## src/rtl/xor_frame_checksum.sv

```systemverilog
`default_nettype none
// ============================================================================
// Module      : xor_frame_checksum
// Description : Folds a framed byte stream into an XOR checksum and beat count,
//               presenting each frame result through a one-deep output slot.
// Revision    : 1.0 - initial release
// ============================================================================
module xor_frame_checksum #(
  parameter int W     = 8,
  parameter int CNT_W = 8
) (
  input  logic             clock,
  input  logic             reset,
  input  logic             io_in_valid,
  output logic             io_in_ready,
  input  logic [W-1:0]     io_in_bits,
  input  logic             io_in_last,
  output logic             io_out_valid,
  input  logic             io_out_ready,
  output logic [W-1:0]     io_out_bits,
  output logic [CNT_W-1:0] io_out_count,
  output logic             io_out_sat,
  output logic             io_out_zero,
  output logic             io_busy
);

  localparam logic [CNT_W-1:0] c_cnt_max = {CNT_W{1'b1}};

  typedef enum logic [0:0] {S_IDLE  = 1'b0, S_ACCUM = 1'b1} frame_state_t;
  typedef enum logic [0:0] {S_EMPTY = 1'b0, S_FULL  = 1'b1} out_state_t;

  frame_state_t r_frame_state, w_frame_next;
  out_state_t   r_out_state,   w_out_next;

  logic [W-1:0]     r_acc;
  logic [CNT_W-1:0] r_cnt;
  logic             r_sat_acc;
  logic [W-1:0]     r_out_bits;
  logic [CNT_W-1:0] r_out_count;
  logic             r_out_sat;
  logic             r_out_zero;

  logic             w_in_fire;
  logic             w_out_fire;
  logic             w_last_fire;
  logic             w_body_fire;
  logic             w_cnt_full;
  logic [W-1:0]     w_acc_next;
  logic [CNT_W-1:0] w_cnt_inc;

  // The slot can refill in the same cycle it drains, so ready looks through to the consumer.
  assign io_out_valid = (r_out_state == S_FULL);
  assign io_in_ready  = !io_out_valid | io_out_ready;
  assign io_busy      = (r_frame_state == S_ACCUM);

  assign w_in_fire   = io_in_valid & io_in_ready;
  assign w_out_fire  = io_out_valid & io_out_ready;
  assign w_last_fire = w_in_fire & io_in_last;
  assign w_body_fire = w_in_fire & !io_in_last;
  assign w_cnt_full  = (r_cnt == c_cnt_max);
  assign w_acc_next  = r_acc ^ io_in_bits;
  assign w_cnt_inc   = w_cnt_full ? c_cnt_max : r_cnt + 1'b1;

  assign io_out_bits  = r_out_bits;
  assign io_out_count = r_out_count;
  assign io_out_sat   = r_out_sat;
  assign io_out_zero  = r_out_zero;

  always_ff @(posedge clock or negedge reset) begin
    if (!reset) begin
      r_frame_state <= S_IDLE;
      r_out_state   <= S_EMPTY;
    end else begin
      r_frame_state <= w_frame_next;
      r_out_state   <= w_out_next;
    end
  end

  always_comb begin
    w_frame_next = r_frame_state;
    w_out_next   = r_out_state;
    case (r_frame_state)
      S_IDLE:  if (w_body_fire) w_frame_next = S_ACCUM;
      S_ACCUM: if (w_last_fire) w_frame_next = S_IDLE;
      default: w_frame_next = S_IDLE;
    endcase
    case (r_out_state)
      S_EMPTY: if (w_last_fire) w_out_next = S_FULL;
      S_FULL:  if (w_out_fire && !w_last_fire) w_out_next = S_EMPTY;
      default: w_out_next = S_EMPTY;
    endcase
  end

  always_ff @(posedge clock or negedge reset) begin
    if (!reset) begin
      r_acc       <= '0;
      r_cnt       <= '0;
      r_sat_acc   <= 1'b0;
      r_out_bits  <= '0;
      r_out_count <= '0;
      r_out_sat   <= 1'b0;
      r_out_zero  <= 1'b0;
    end else if (w_last_fire) begin
      r_out_bits  <= w_acc_next;
      r_out_count <= w_cnt_inc;
      r_out_sat   <= r_sat_acc | w_cnt_full;
      r_out_zero  <= (w_acc_next == '0);
      r_acc       <= '0;
      r_cnt       <= '0;
      r_sat_acc   <= 1'b0;
    end else if (w_body_fire) begin
      r_acc <= w_acc_next;
      r_cnt <= w_cnt_inc;
      if (w_cnt_full) r_sat_acc <= 1'b1;
    end
  end

endmodule
`default_nettype wire
```

## config.mk

```make
export PLATFORM = sky130hd
export DESIGN_NAME = xor_frame_checksum
export DESIGN_NICKNAME = d
export VERILOG_FILES = /design/src/rtl/xor_frame_checksum.sv
export SDC_FILE = /design/constraint.sdc
export NUM_CORES = 1
export LEC_CHECK = 0
export CORE_ASPECT_RATIO = 0.75
export CORE_MARGIN = 2
export CORE_UTILIZATION = 50
export CTS_CLUSTER_SIZE = 12
export DETAILED_ROUTE_END_ITERATION = 16
export HOLD_SLACK_MARGIN = 0.1
export PLACE_DENSITY = 0.76
export SYNTH_ARGS = -nofsm -noshare
export SYNTH_HDL_FRONTEND = slang
export SYNTH_SLANG_ARGS = --single-unit
```

## constraint.sdc

```tcl
create_clock -name clock -period 4.8 [get_ports clock]
set_clock_uncertainty 0.1 [all_clocks]
set_input_delay 0.72 -clock clock [delete_from_list [all_inputs] [get_ports clock]]
set_output_delay 0.72 -clock clock [all_outputs]
set_load 0.02 [all_outputs]
```

# == Word level (Yosys, flattened, before mapping) ==
# Index checks and enable logic that the tools add are counted.
# W data, S select, Z words.
# word_totals
reg_bits,37
# classes
n_eq_ne,1
addsub,1
n_reduce_logical,8
n_mux,14
n_bitwise,9
# ops
operator,count
$mux W8,5
$add A8 B1 Y8 const B,1
$eq A8 B8 Y1 const B,1
$logic_not A8 Y1,1
$xor A8 B8 Y8,1
$mux W1,7
$and A1 B1 Y1,4
$pmux W1 S2,2
$reduce_bool A2 Y1,2
$logic_not A1 Y1,3
$not A1 Y1,2
$or A1 B1 Y1,2
$reduce_and A2 Y1,1
$logic_and A1 B1 Y1,1

# == Longest topological paths before layout ==
# logic_depth
word_depth,8
ltp_mapped,6
ltp_nobuf,5

# == Worst setup path before layout ==
# Ideal clock, no wire load.
# synth_path
kind,input -> register
startpoint,input io_out_ready
endpoint,register r_cnt[0]
path_stages,5
t_arrival_ps,1643
required_time_ps,4575
path_slack_ps,2933
path_cell_list,nand2b_1 > buf_2 > and2_1 > buf_2 > mux2_2
# synth_via
elab_chain_len,4
elab_cells_between_ends,6
# synth_lines
item,line_no,text
from (decl),19,"input logic io_out_ready,"
$or A1 B1 Y1 (*),53,assign io_in_ready = !io_out_valid | io_out_ready;
net io_in_ready,15,"output logic io_in_ready,"
$and A1 B1 Y1 (*),56,assign w_in_fire = io_in_valid & io_in_ready;
"$and A1 B1 Y1, on equally long branches","58, 59",
$mux W8 / $reduce_bool A2 Y1 (equally long branches),-,
to (signal assigned),113,r_cnt <= w_cnt_inc;
to (decl),36,logic [CNT_W-1:0] r_cnt;
# Mark *: on every way through the listed nets, which the timed path passes. The rest lies on a longest branch.
# A chain may end at the register's enable or synchronous reset.

# == Worst setup path after layout ==
# layout_path
startpoint,input io_out_ready
endpoint,output io_in_ready
# layout_via
elab_chain_len,1
# layout_lines
item,line_no
$or A1 B1 Y1,53
to (decl),15
# No other way between the ends.

==> flow_summary.toml <==
[run_status]
status = "completed"

[cts]
hold_buffers = 0
clk_latency_ns = 0.28
htreeDepth = 2
cts_tree = "built"
clockBufferDepth = 2
clock-root-buffer = "clkbuf_8"
ctsResizeCount = 0
numCtsBuffers = 5
clkTransAtPathRegs_ns = 0.07
cts_setup_buffers = 0
cts.sinks = 37

[route]
wl_mm = 3.64
drc = 0
wl_per_cell_um = 14.5
via_count = 1418
ant_nets = 0
drt_iter0_drc = 88
viasPerCell = 5.65
drtPass1Iterations = 4

[synth]
synth_top_area_cell = "dfrtp_1"
yosysMostFrequentCell = "dfrtp_1"
syn_area_um2 = 1750
yosys-top-cells-area = "dfrtp_1, o21ai_0, nand2_1"
yosys.area.top_type_share_pct = 53.0
ys_types = 30
ys.flop_type = "dfrtp_1"
synth_cells = 181
synth_edf_count = 0
synthesis.nets = 195
ys_seq_area_share_pct = 53.0
synth_top_cells_by_count = "dfrtp_1, nand2_1, o21ai_0"
synth_seq_cells = 37
async_reset_ff_share_pct = 100
syn_area_per_cell_um2 = 9.64
yosysWarnings = 0

[layout]
areaGrowthSynthToFinish_pct = 24.7
multi_input_area_um2 = 756
fillerInstances = 258
seq_area_um2 = 926
nets = 225
num_antenna_cells = 0
final_layout_size_suffix_gt1_share_pct = 5.21
layout.cells.non_filler = 251

[timing]
setup_tns_ns = 0
max_freq_mhz = 355
fin_hold_ws_ns = 0.383
period_share_pct = 58.6
setup_slack_ns = 1.99
hold_violations = 0
timing.slew.headroom_pct = 45.8
period_needed_ns = 2.81
worst_slew_pin_slew_ns = 0.811
rsz0062_at_grt = "false"
setup_viol = 0
drv_slew = 0

[global_routing]
antenna_found_initial = 0
overflow = 0
grt_max_degree = 38
grt_pass1_wl_mm = 5.98
track_usage_pct = 20.4
grt_pass1_vias = 1373

[flow_run]
cap_violations = 0

[floorplanning]
ios = 34
dieHeight_um = 55.2
row_count = 18
fp.dieArea_um2 = 3980
core_area_um2 = 3310
die_w_um = 72.2
initial_core_util_pct = 52.7

[pwr]
clockPowerShare_pct = 29.5
swShare_pct = 28.8
p_per_area_nw_per_um2 = 394
leakage_uw = 0.000933
power_uw = 859
switchingPower_uw = 247
ir_worst_vdd_mv = 0.235
p_int_uw = 611
p_comb_share_pct = 24.7
p_seq_share_pct = 45.8

[worst_setup_path]
cp_common_cell = "clkdlybuf4s50_1"
cp_top_family = "buffers and inverters"
worst-path-buf-inv = 2
critPathKind = "input pin to output pin"
slowest_delay_ns = 0.63
slowest_stage = "clkdlybuf4s50_1"
critPathCaptureType = "output pin"
path_cells = "clkdlybuf4s50_1 > nand2b_1 > clkdlybuf4s50_1"
cp_max_fo = 6
start_kind = "input pin"
cp.required_ns = 3.98
critPathArrivalTime_ns = 1.99

[placement]
pre_cts_slack_ns = 1.77
dp_hpwl_mm = 2.63
placed_cells = 244
portBuffers = 33
place_congestion = 0.781

[hold_path]
hp-class = "flip-flop to flip-flop"
-- placed cells by master, fill, tap and decap left out, types with 6 or more instances in the layout --
master,Yosys,layout
a21oi_1,10,10
dfrtp_1,37,37
clkdlybuf4s50_1,0,33
nor2_1,16,16
xnor2_1,7,7
nor2b_1,6,6
o22a_1,7,7
nand2_1,25,25
nand2b_1,7,7
o21ai_0,23,23
-- cell type report --
class / instances / area share, %
Clock inverter: 2 / 1.61
Sequential cell: 37 / 42.5
Timing Repair Buffer: 34 / 15.5
Inverter: 1 / 0.172
Clock buffer: 5 / 3.16
Tap cell: 40 / 2.30
Multi-Input combinational cell: 132 / 34.7
-- logic make-up (layout without fill, tap and decap cells) --
kind of cell,after synthesis,count (layout),share of synthesized area (%)
XOR/XNOR,8,8,4.01
AND/OR/NAND/NOR,69,69,19.5
adder cells (fa/ha/maj),1,1,0.717
flip-flops,37,37,53.0
buffers and inverters,12,42,3.66
AO/OA/AOI/OAI,53,53,18.4
multiplexers,1,1,0.645
-- per-stage QoR --
step	instance area, um^2	utilization (%)
floorplan	1750	-
detailed placement	2070	62.6
global route	2180	65.8
finish	2180	65.8
CTS	2180	65.8
global placement	2070	62.6
-- per-layer routing --
metal	up-vias	global-route usage, %	share of wire [%]
li1	691	-	-
met1	673	23.9	46
met2	47	35.3	47
met3	7	5.07	5.3
met4	0	11.0	1.8
met5	-	0	0
-- flip-flops by register name (all words and copies together) (netlist names), named ones only --
name / cells
io_out_sat: 1
r_sat_acc: 1
io_out_zero: 1
io_out_valid: 1
r_acc: 8
r_cnt: 8
io_out_bits: 8
io_out_count: 8
-- final timing paths --
check	slack, ns	end	startpoint	cells after the start
setup / recovery	1.99	io_in_ready	io_out_ready	3
hold / removal	0.38	io_out_bits[1]	io_out_bits[1]	2
max in group asynchronous	3.53	r_sat_acc	reset	2
setup reg to reg	3.01	r_cnt[2]	r_cnt[0]	5
min in group asynchronous	0.75	r_acc[1]	reset	2
hold reg to reg	0.38	io_out_bits[1]	io_out_bits[1]	2
-- worst min-delay path, cell delays in order, from the launching register on --
cell and delay, ns:
dfrtp_1 0.35, nand2_1 0.05, o21ai_0 0.06
-- power groups by stage --
stage | clock [uW] | sequential [uW] | combinational, uW
after floorplan | 0 | 430 | 80.8
after global placement | 0 | 395 | 208
after detailed placement | 0 | 399 | 214
after CTS | 259 | 393 | 214
after global routing | 275 | 400 | 232
final | 253 | 393 | 212
Note: power is estimated with default switching activity, not from simulation.
